**src/rtl/ps2_mouse_master_ext.sv**
```systemverilog
// PS/2 mouse master sequencer: table-driven init (reset, optional wheel knock, sample rate, enable),
// followed by 3/4-byte packet streaming with sync check, timeouts, bounded retries and atomic commit.
module ps2_mouse_master_ext #(
  parameter int         POWERUP_WAIT = 5000000,
  parameter int         RESP_TIMEOUT = 2500000,
  parameter int         PKT_TIMEOUT  = 500000,
  parameter bit         WHEEL_EN     = 1'b1,
  parameter logic [7:0] SAMPLE_RATE  = 8'd100,
  parameter int         MAX_RETRIES  = 3,
  parameter int         CNT_W        = 24
) (
  input  logic       CLK,
  input  logic       RESET,
  output logic       SEND_BYTE,
  output logic [7:0] BYTE_TO_SEND,
  input  logic       BYTE_SENT,
  output logic       READ_ENABLE,
  input  logic [7:0] BYTE_READ,
  input  logic [1:0] BYTE_ERROR_CODE,
  input  logic       BYTE_READY,
  output logic [7:0] MOUSE_STATUS,
  output logic [7:0] MOUSE_DX,
  output logic [7:0] MOUSE_DY,
  output logic [7:0] MOUSE_DZ,
  output logic       WHEEL_PRESENT,
  output logic       SEND_INTERRUPT,
  output logic       INIT_FAIL,
  output logic [3:0] RETRY_COUNT,
  output logic [3:0] CURRENT_STATE
);

  typedef enum logic [3:0] {
    ST_PWRUP     = 4'h0,
    ST_SEND      = 4'h1,
    ST_WAIT_SENT = 4'h2,
    ST_WAIT_RESP = 4'h3,
    ST_PKT_B0    = 4'h4,
    ST_PKT_B1    = 4'h5,
    ST_PKT_B2    = 4'h6,
    ST_PKT_B3    = 4'h7,
    ST_COMMIT    = 4'h8,
    ST_FAIL      = 4'hF
  } state_t;

  typedef enum logic [1:0] {K_SEND, K_EXPECT, K_ID} kind_t;

  typedef struct packed {
    kind_t      kind;
    logic [7:0] data;
  } step_t;

  localparam logic [CNT_W-1:0] PWR_LIM  = CNT_W'(POWERUP_WAIT);
  localparam logic [CNT_W-1:0] RESP_LIM = CNT_W'(RESP_TIMEOUT);
  localparam logic [CNT_W-1:0] PKT_LIM  = CNT_W'(PKT_TIMEOUT);
  localparam logic [3:0]       MAX_R    = 4'(MAX_RETRIES);
  localparam logic [4:0]       LAST_IDX = 5'd24;

  // Sends and their expected replies share one flat table; 4..18 is the wheel knock.
  function automatic step_t step_at(input logic [4:0] i);
    step_t s;
    case (i)
      5'd0:    s = '{K_SEND,   8'hFF};
      5'd1:    s = '{K_EXPECT, 8'hFA};
      5'd2:    s = '{K_EXPECT, 8'hAA};
      5'd3:    s = '{K_EXPECT, 8'h00};
      5'd4:    s = '{K_SEND,   8'hF3};
      5'd6:    s = '{K_SEND,   8'hC8};
      5'd8:    s = '{K_SEND,   8'hF3};
      5'd10:   s = '{K_SEND,   8'h64};
      5'd12:   s = '{K_SEND,   8'hF3};
      5'd14:   s = '{K_SEND,   8'h50};
      5'd16:   s = '{K_SEND,   8'hF2};
      5'd18:   s = '{K_ID,     8'h00};
      5'd19:   s = '{K_SEND,   8'hF3};
      5'd21:   s = '{K_SEND,   SAMPLE_RATE};
      5'd23:   s = '{K_SEND,   8'hF4};
      default: s = '{K_EXPECT, 8'hFA};
    endcase
    return s;
  endfunction

  function automatic logic [4:0] next_idx(input logic [4:0] i);
    return (i == 5'd3 && !WHEEL_EN) ? 5'd19 : i + 5'd1;
  endfunction

  state_t           state;
  logic [CNT_W-1:0] cnt;
  logic [4:0]       idx;
  logic [7:0]       sh_status, sh_dx, sh_dy;

  step_t      cur_step, nxt_step;
  logic [4:0] nxt_idx;
  logic       rx_err, rx_ok, resp_bad, in_pkt, fail_now;
  logic [3:0] retry_inc;

  always_comb begin
    cur_step  = step_at(idx);
    nxt_idx   = next_idx(idx);
    nxt_step  = step_at(nxt_idx);
    rx_err    = BYTE_READY && (BYTE_ERROR_CODE != 2'b00);
    rx_ok     = BYTE_READY && (BYTE_ERROR_CODE == 2'b00);
    resp_bad  = 1'b0;
    if (rx_ok) begin
      if (cur_step.kind == K_ID)
        resp_bad = (BYTE_READ != 8'h03) && (BYTE_READ != 8'h00);
      else
        resp_bad = (BYTE_READ != cur_step.data);
    end
    in_pkt    = (state == ST_PKT_B0) || (state == ST_PKT_B1) ||
                (state == ST_PKT_B2) || (state == ST_PKT_B3);
    fail_now  = ((state == ST_WAIT_SENT) && (cnt >= RESP_LIM)) ||
                ((state == ST_WAIT_RESP) && (rx_err || resp_bad || (cnt >= RESP_LIM))) ||
                (in_pkt && rx_err);
    retry_inc = (RETRY_COUNT == 4'hF) ? 4'hF : RETRY_COUNT + 4'd1;
  end

  assign CURRENT_STATE = state;

  // Outputs are registered so that SEND_BYTE / SEND_INTERRUPT line up with the SEND / COMMIT states.
  always_ff @(posedge CLK) begin
    if (!RESET) begin
      state          <= ST_PWRUP;
      cnt            <= '0;
      idx            <= '0;
      sh_status      <= '0;
      sh_dx          <= '0;
      sh_dy          <= '0;
      SEND_BYTE      <= 1'b0;
      BYTE_TO_SEND   <= 8'h00;
      READ_ENABLE    <= 1'b0;
      MOUSE_STATUS   <= '0;
      MOUSE_DX       <= '0;
      MOUSE_DY       <= '0;
      MOUSE_DZ       <= '0;
      WHEEL_PRESENT  <= 1'b0;
      SEND_INTERRUPT <= 1'b0;
      INIT_FAIL      <= 1'b0;
      RETRY_COUNT    <= '0;
    end else if (fail_now) begin
      RETRY_COUNT    <= retry_inc;
      SEND_BYTE      <= 1'b0;
      SEND_INTERRUPT <= 1'b0;
      READ_ENABLE    <= 1'b0;
      cnt            <= '0;
      idx            <= '0;
      if (retry_inc == MAX_R) begin
        state     <= ST_FAIL;
        INIT_FAIL <= 1'b1;
      end else begin
        state <= ST_PWRUP;
      end
    end else begin
      SEND_BYTE      <= 1'b0;
      SEND_INTERRUPT <= 1'b0;
      cnt            <= cnt + 1'b1;
      case (state)
        ST_PWRUP: begin
          if (cnt >= PWR_LIM) begin
            state        <= ST_SEND;
            SEND_BYTE    <= 1'b1;
            BYTE_TO_SEND <= cur_step.data;
            cnt          <= '0;
          end
        end
        ST_SEND: begin
          idx   <= nxt_idx;
          cnt   <= '0;
          state <= ST_WAIT_SENT;
        end
        ST_WAIT_SENT: begin
          if (BYTE_SENT) begin
            state       <= ST_WAIT_RESP;
            READ_ENABLE <= 1'b1;
            cnt         <= '0;
          end
        end
        ST_WAIT_RESP: begin
          if (rx_ok) begin
            cnt <= '0;
            if (cur_step.kind == K_ID)
              WHEEL_PRESENT <= (BYTE_READ == 8'h03);
            if (idx == LAST_IDX) begin
              state <= ST_PKT_B0;
            end else begin
              idx <= nxt_idx;
              if (nxt_step.kind == K_SEND) begin
                state        <= ST_SEND;
                SEND_BYTE    <= 1'b1;
                BYTE_TO_SEND <= nxt_step.data;
                READ_ENABLE  <= 1'b0;
              end
            end
          end
        end
        ST_PKT_B0: begin
          if (rx_ok && BYTE_READ[3]) begin
            sh_status <= BYTE_READ;
            cnt       <= '0;
            state     <= ST_PKT_B1;
          end
        end
        ST_PKT_B1: begin
          if (rx_ok) begin
            sh_dx <= BYTE_READ;
            cnt   <= '0;
            state <= ST_PKT_B2;
          end else if (cnt >= PKT_LIM) begin
            state <= ST_PKT_B0;
          end
        end
        // Without a wheel the third byte completes the packet and commits straight away.
        ST_PKT_B2: begin
          if (rx_ok) begin
            sh_dy <= BYTE_READ;
            cnt   <= '0;
            if (WHEEL_PRESENT) begin
              state <= ST_PKT_B3;
            end else begin
              MOUSE_STATUS   <= sh_status;
              MOUSE_DX       <= sh_dx;
              MOUSE_DY       <= BYTE_READ;
              MOUSE_DZ       <= 8'h00;
              SEND_INTERRUPT <= 1'b1;
              RETRY_COUNT    <= '0;
              state          <= ST_COMMIT;
            end
          end else if (cnt >= PKT_LIM) begin
            state <= ST_PKT_B0;
          end
        end
        ST_PKT_B3: begin
          if (rx_ok) begin
            MOUSE_STATUS   <= sh_status;
            MOUSE_DX       <= sh_dx;
            MOUSE_DY       <= sh_dy;
            MOUSE_DZ       <= BYTE_READ;
            SEND_INTERRUPT <= 1'b1;
            RETRY_COUNT    <= '0;
            state          <= ST_COMMIT;
          end else if (cnt >= PKT_LIM) begin
            state <= ST_PKT_B0;
          end
        end
        ST_COMMIT: begin
          cnt   <= '0;
          state <= ST_PKT_B0;
        end
        ST_FAIL: begin
          cnt <= cnt;
        end
        default: begin
          state <= ST_PWRUP;
          cnt   <= '0;
        end
      endcase
    end
  end

endmodule

```
**config.mk**
```make
export PLATFORM = sky130hd
export DESIGN_NAME = ps2_mouse_master_ext
export DESIGN_NICKNAME = d
export VERILOG_FILES = /design/src/rtl/ps2_mouse_master_ext.sv
export SDC_FILE = /design/constraint.sdc
export NUM_CORES = 1
export LEC_CHECK = 0
export BUFFER_PORTS_ARGS = -buffer_cell sky130_fd_sc_hd__buf_2
export CAP_MARGIN = 20
export CELL_PAD_IN_SITES_DETAIL_PLACEMENT = 1
export CELL_PAD_IN_SITES_GLOBAL_PLACEMENT = 2
export CORE_ASPECT_RATIO = 0.9
export CORE_UTILIZATION = 28
export DETAILED_ROUTE_END_ITERATION = 6
export PLACE_DENSITY = 0.64
export SLEW_MARGIN = 10
export SYNTH_ARGS = -nofsm -noshare
export SYNTH_HDL_FRONTEND = slang
export SYNTH_SLANG_ARGS = --single-unit
```
**constraint.sdc**
```tcl
create_clock -name CLK -period 3.95 [get_ports CLK]
set_input_delay 0.1975 -clock CLK [delete_from_list [all_inputs] [get_ports CLK]]
set_output_delay 0.1975 -clock CLK [all_outputs]
set_load 0.01 [all_outputs]
```
# [Word-level counts from Yosys, hierarchy flattened]
# Memories as Yosys holds them, arrays and structs flattened. A register that Yosys moved wholly into a read port is not among the register bits.
# Cells that the tools add are included.
[word_totals] mem_count=2 out_inout_bits=53 inputBits=14 mem_bits_ro=640 register_bits=106
[mem_list] name="(name not given)" depth=32 word_bits=10 read_ports=1 rd_ports_with_merged_regs=1 wr=0 line="61" source="case (i)"
[mem_list] name="(name not given)" depth=32 word_bits=10 read_ports=1 rd_ports_with_merged_regs=0 wr=0 line="61"
[classes] bitwise=2 n_reduce_logical=37 muxes=67 order_cmp=3 n_addsub=3 n_eq_ne=33
[op_table] operator="$pmux 24 s6" n=1
[op_table] operator="$mux 8" n=16
[op_table] operator="$mux 24" n=4
[op_table] operator="$pmux 8 s2" n=5
[op_table] operator="$mux 4" n=18
[op_table] operator="$pmux 4 s10" n=1
[op_table] operator="$add 24x1->24 const B" n=1
[op_table] operator="$ge 24x19->1 const B" n=1
[op_table] operator="$ge 24x22->1 const B" n=1
[op_table] operator="$ge 24x23->1 const B" n=1
[op_table] operator="$mux 5" n=4
[op_table] operator="$ne 3x3->1 const B" n=6
[op_table] operator="$eq 4x3->1 const B" n=4
[op_table] operator="$ne 2x2->1 const B" n=8
[op_table] operator="$mux 1" n=13
[op_table] operator="$eq 4x2->1 const B" n=3
[op_table] operator="$eq 4x4->1 const B" n=3
[op_table] operator="$reduce_and 3->1" n=4
[op_table] operator="$reduce_and 6->1" n=2
[op_table] operator="$pmux 5 s2" n=1
[op_table] operator="$reduce_and 5->1" n=2
[op_table] operator="$reduce_bool 2->1" n=5
[op_table] operator="$eq 8x2->1 const B" n=1
[op_table] operator="$ne 8x2->1 const B" n=1
[op_table] operator="other kinds (22)" n=39

# [Logic depth before layout (Yosys ltp)]
[depth] ltp_word=11 depth_mapped=11 ltp_nobuf=9

# [Least setup slack after synthesis]
# Ideal clock, no wire load.
[synth_timing] path_kind="register to register" startpoint="reg idx[0]" endpoint="reg cur_step[7] (netlist name)" path_slack_ns=1.234 arrival_ns=2.586 stages_incl_launch_ff=11 setup_time_ns=0.131 cell_sequence="dfxtp_1 -> clkbuf_1 -> inv_1 -> ha_1 -> and4b_1 -> o21ai_1 -> nand3_1 -> xnor2_1 -> or4_1 -> a21oi_1 -> o31ai_1"
[synth_between] elab_chain_cells=6 elab_cells_between_ends=9
[synth_rtl] element="from (decl)" line="88" source="logic [4:0] idx;"
[synth_rtl] element="from (signal assigned)" line="166" source="idx <= nxt_idx;"
[synth_rtl] element="from (signal assigned)" line="185" source="idx <= nxt_idx;"
[synth_rtl] element="$add 5x1->5 *" line="83" source="return (i == 5'd3 && !WHEEL_EN) ? 5'd19 : i + 5'd1;"
[synth_rtl] element="via nxt_idx[0]" line="92" source="logic [4:0] nxt_idx;"
[synth_rtl] element="$mux 5" line="182" source="if (idx == LAST_IDX) begin"
[synth_rtl] element="$mux 5" line="178" source="if (rx_ok) begin"
[synth_rtl] element="$pmux 5 s2 *" line="156" source="case (state)"
[synth_rtl] element="$mux 5 (no source line) * (2 in series)"
# Mark *: on every way through the listed nets, which the timed path passes. The rest lies on a longest branch. The select of a mux whose other input is x is not followed.
# A chain may end at the register's enable or synchronous reset.

# [Worst setup path in the final report]
[layout_timing] startpoint="reg idx[0]" endpoint="reg cur_step[7] (netlist name)"
[layout_between] elab_chain_cells=6 elab_cells_between_ends=9
[layout_rtl] element="$add 5x1->5 *" line="83"
[layout_rtl] element="via nxt_idx[0]" line="92"
[layout_rtl] element="$mux 5" line="182"
[layout_rtl] element="$mux 5" line="178"
[layout_rtl] element="$pmux 5 s2 *" line="156"
[layout_rtl] element="$mux 5 (no source line) * (2 in series)"
# Marked as above.

==> flow_metrics.env <==
export IMPL_dr_total_vias=5874
export IMPL_yosysTopAreaCell="dfxtp_1"
export IMPL_cts_root_buffer_cell="clkbuf_16"
export IMPL_timing_setup_tns_ns=0
export IMPL_ys_seq_area_frac=0.3742
export IMPL_rsz0062_at_grt="no"
export IMPL_cts_setup_buffers=0
export IMPL_p_per_area_nw_per_um2=518.1
export IMPL_dieArea_um2=22760
export IMPL_critPathLaunchType="flop"
export IMPL_io_pins=67
export IMPL_crit_fanout=13
export IMPL_cts_inserted_buffers=17
export IMPL_seqCellArea_um2=2322
export IMPL_grt_max_degree=59
export IMPL_hold_buffers=0
export IMPL_finalMaxSlewViolations=0
export IMPL_power_switching_fraction=0.2959
export IMPL_vias_per_cell=5.180
export IMPL_worstMarginPinSlew_ns=0.9764
export IMPL_clock_sinks=116
export IMPL_die_x_um=158.9
export IMPL_maxCapViolCount=0
export IMPL_end_kind="flop"
export IMPL_fp_row_count=51
export IMPL_crit_arrival_ns=3.52
export IMPL_p_int_mw=2.705
export IMPL_netlist_area_um2=6206
export IMPL_skew_ns=0.01511
export IMPL_cts_tree="done"
export IMPL_ys_ff_latch=116
export IMPL_synthArstFlopShare=0
export IMPL_grt_pass1_vias=6020
export IMPL_fmax_mhz=309.9
export IMPL_outcome="completed"
export IMPL_syn_inst=796
export IMPL_yosysTopAreaCellShare=0.3742
export IMPL_drive_gt1_frac=0.1435
export IMPL_fin_nets=855
export IMPL_initial_utilization=0.2860
export IMPL_clock_latency_ns=0.42
export IMPL_clkPwrFrac=0.466
export IMPL_placeableCoreArea_um2=21700
export IMPL_gr_total_overflow=0
export IMPL_multi_input_area_um2=3587
export IMPL_gp_congestion=0.8276
export IMPL_post_cts_resized=0
export IMPL_portBuffers=66
export IMPL_grt_pass1_wl_um=33220
export IMPL_power_frac_seq=0.349
export IMPL_final_hold_violation_count=0
export IMPL_yosys_warnings=0
export IMPL_wl_per_cell_um=17.94
export IMPL_num_fill_cells=2662
export IMPL_critPathKind="flop to flop"
export IMPL_utilization=0.3418
export IMPL_ys_types=70
export IMPL_power_frac_comb=0.185
export IMPL_crit_required_ns=4.24
export IMPL_h_tree_depth=4
export IMPL_hold_class="input port to flop"
export IMPL_dpl_instance_area_um2=6739
export IMPL_grt_usage=0.1847
export IMPL_synth_main_ff_cell="dfxtp_1"
export IMPL_fin_ws_ns=0.7236
export IMPL_synth_area_per_cell_um2=7.796
export IMPL_vdd_drop_max_mv=0.2454
export IMPL_reg2reg_depth=9
export IMPL_die_h_um=143.2
export IMPL_antenna_cells=0
export IMPL_first_iter_violations=278
export IMPL_power_switching_mw=1.137
export IMPL_relSlewSlack=0.3491
export IMPL_leakage_nw=2.966
export IMPL_finalSetupViolations=0
export IMPL_drt_total_wl_um=20350
export IMPL_drtPass1Iterations=4
export IMPL_pre_cts_slack_ns=0.7533
export IMPL_clock_path_buffers=2
export IMPL_p_total_mw=3.842
export IMPL_hold_path_depth=3
export IMPL_ant_nets=0
export IMPL_synth_nets=820
export IMPL_synth_area_leaders="dfxtp_1 (37%), nand2_1 (6.4%), a21oi_1 (6.1%)"
export IMPL_hpwl_um=14500
export IMPL_period_share=0.8168
export IMPL_stdcell_area_um2=7415
export IMPL_clk_pin_slew_ns=0.06
export IMPL_synth_edf_count=0
export IMPL_min_period_ns=3.226
export IMPL_post_route_drc_count=0
export IMPL_areaGrowthSynthToFinish_pct=19.48
export IMPL_antenna_found_initial=0
-- area by class of cell --
class | count | area share
Multi-Input combinational cell | 606 | 0.4838
Timing Repair Buffer | 78 | 0.05670
Inverter | 12 | 0.006075
Clock buffer | 17 | 0.05737
Sequential cell | 116 | 0.3132
Tap cell | 291 | 0.04911
Clock inverter | 14 | 0.03375
-- state kept, by name (all words and copies together), names as in the netlist --
| register | count |
|---|---|
| INIT_FAIL | 1 |
| READ_ENABLE | 1 |
| cur_step | 10 |
| SEND_BYTE | 1 |
| sh_dx | 8 |
| sh_dy | 8 |
| RETRY_COUNT | 4 |
| WHEEL_PRESENT | 1 |
| MOUSE_DX | 8 |
| sh_status | 8 |
| MOUSE_DY | 8 |
| CURRENT_STATE | 4 |
| idx | 5 |
| BYTE_TO_SEND | 8 |
| MOUSE_STATUS | 8 |
| cnt | 24 |
| MOUSE_DZ | 8 |
| SEND_INTERRUPT | 1 |
-- cell usage after synthesis (3+ instances only) --
library cell and number:
a211o_1 3, a211oi_1 10, a21boi_0 3, a21oi_1 76
a311oi_1 11, a31oi_1 6, and2_1 3, and3_1 9
buf_1 4, buf_2 6, clkbuf_1 50, dfxtp_1 116
ha_1 10, inv_1 12, mux2i_1 34, nand2_1 106
nand2b_1 11, nand3_1 34, nand4_1 6, nor2_1 88
nor2b_1 11, nor3_1 17, nor3b_1 8, nor4_1 9
nor4b_1 5, o211ai_1 5, o21ai_0 40, o221ai_1 3
o31ai_1 5, or3_1 16, or4_1 5, xnor2_1 12
xor2_1 14
-- metal layers --
| metal | vias to the layer above | global-route usage | part of all wire |
|---|---|---|---|
| met4 | 0 | 0.06832 | 0.013 |
| met3 | 17 | 0.03514 | 0.034 |
| met2 | 88 | 0.2948 | 0.45 |
| li1 | 2907 | - | - |
| met1 | 2862 | 0.2472 | 0.50 |
| met5 | - | 0 | 0 |
-- cells by family after synthesis --
group | Yosys count | synth area share
and+or+nand+nor | 339 | 0.2629
AOI/OAI and AO/OA | 195 | 0.1998
DFF | 116 | 0.3742
buffers and inverters | 74 | 0.04778
muxes | 36 | 0.05847
xor gates and xnor gates | 26 | 0.03669
adders and majority gates | 10 | 0.02016
-- critical path, stage by stage (launching register included) --
cell and delay, ns:
dfxtp_1 0.60, inv_1 0.24, ha_1 0.28, and4b_1 0.24, o21ai_1 0.29, nand3_1 0.20
xnor2_1 0.31, or4_1 0.61, a21oi_1 0.23, o31ai_1 0.10
-- metrics by stage --
stage / hold slack, ns / std cells
after floorplan: 0.3714 / 796
after global placement: 0.4387 / 1103
after detailed placement: 0.4436 / 1103
after CTS: 0.1164 / 1134
after global routing: 0.1455 / 1134
final: 0.1275 / 1134
-- cells in the final DEF, fill, tap and decap left out, drive strengths merged, types with 3 or more instances in the layout --
cell type,synthesis,layout
a211o,3,3
a211oi,10,10
a21boi,3,3
a21o,3,3
a21oi,77,77
a311oi,11,11
a31oi,6,6
and2,3,3
and3,9,9
buf,12,78
bufinv,0,6
clkbuf,50,17
clkinv,0,5
dfxtp,116,116
ha,10,10
inv,12,15
mux2i,34,34
nand2,106,106
nand2b,11,11
nand3,34,34
nand4,6,6
nor2,88,88
nor2b,11,11
nor3,17,17
nor3b,8,8
nor4,9,9
nor4b,5,5
o211ai,6,6
o21ai,42,42
o221ai,3,3
o31ai,5,5
or3,16,16
or4,6,6
xnor2,12,12
xor2,14,14
-- final timing paths --
| check | startpoint | end | slack (ns) |
|---|---|---|---|
| hold reg to reg | MOUSE_DX[0] | MOUSE_DX[0] | 0.45 |
| setup reg to reg | idx[0] | cur_step[7] | 0.72 |
| hold / removal | BYTE_SENT | READ_ENABLE | 0.13 |
| setup / recovery | idx[0] | cur_step[7] | 0.72 |
-- power by group through the flow --
stage / clock [mW] / combinational, mW / sequential [mW]
6_report: 1.79 / 0.710 / 1.34
5_1_grt: 1.88 / 0.796 / 1.35
3_5_place_dp: 0 / 0.707 / 1.36
3_3_place_gp: 0 / 0.689 / 1.36
4_1_cts: 1.83 / 0.716 / 1.34
2_1_floorplan: 0 / 0.502 / 1.35
Note: power is estimated with default switching activity, not from simulation.
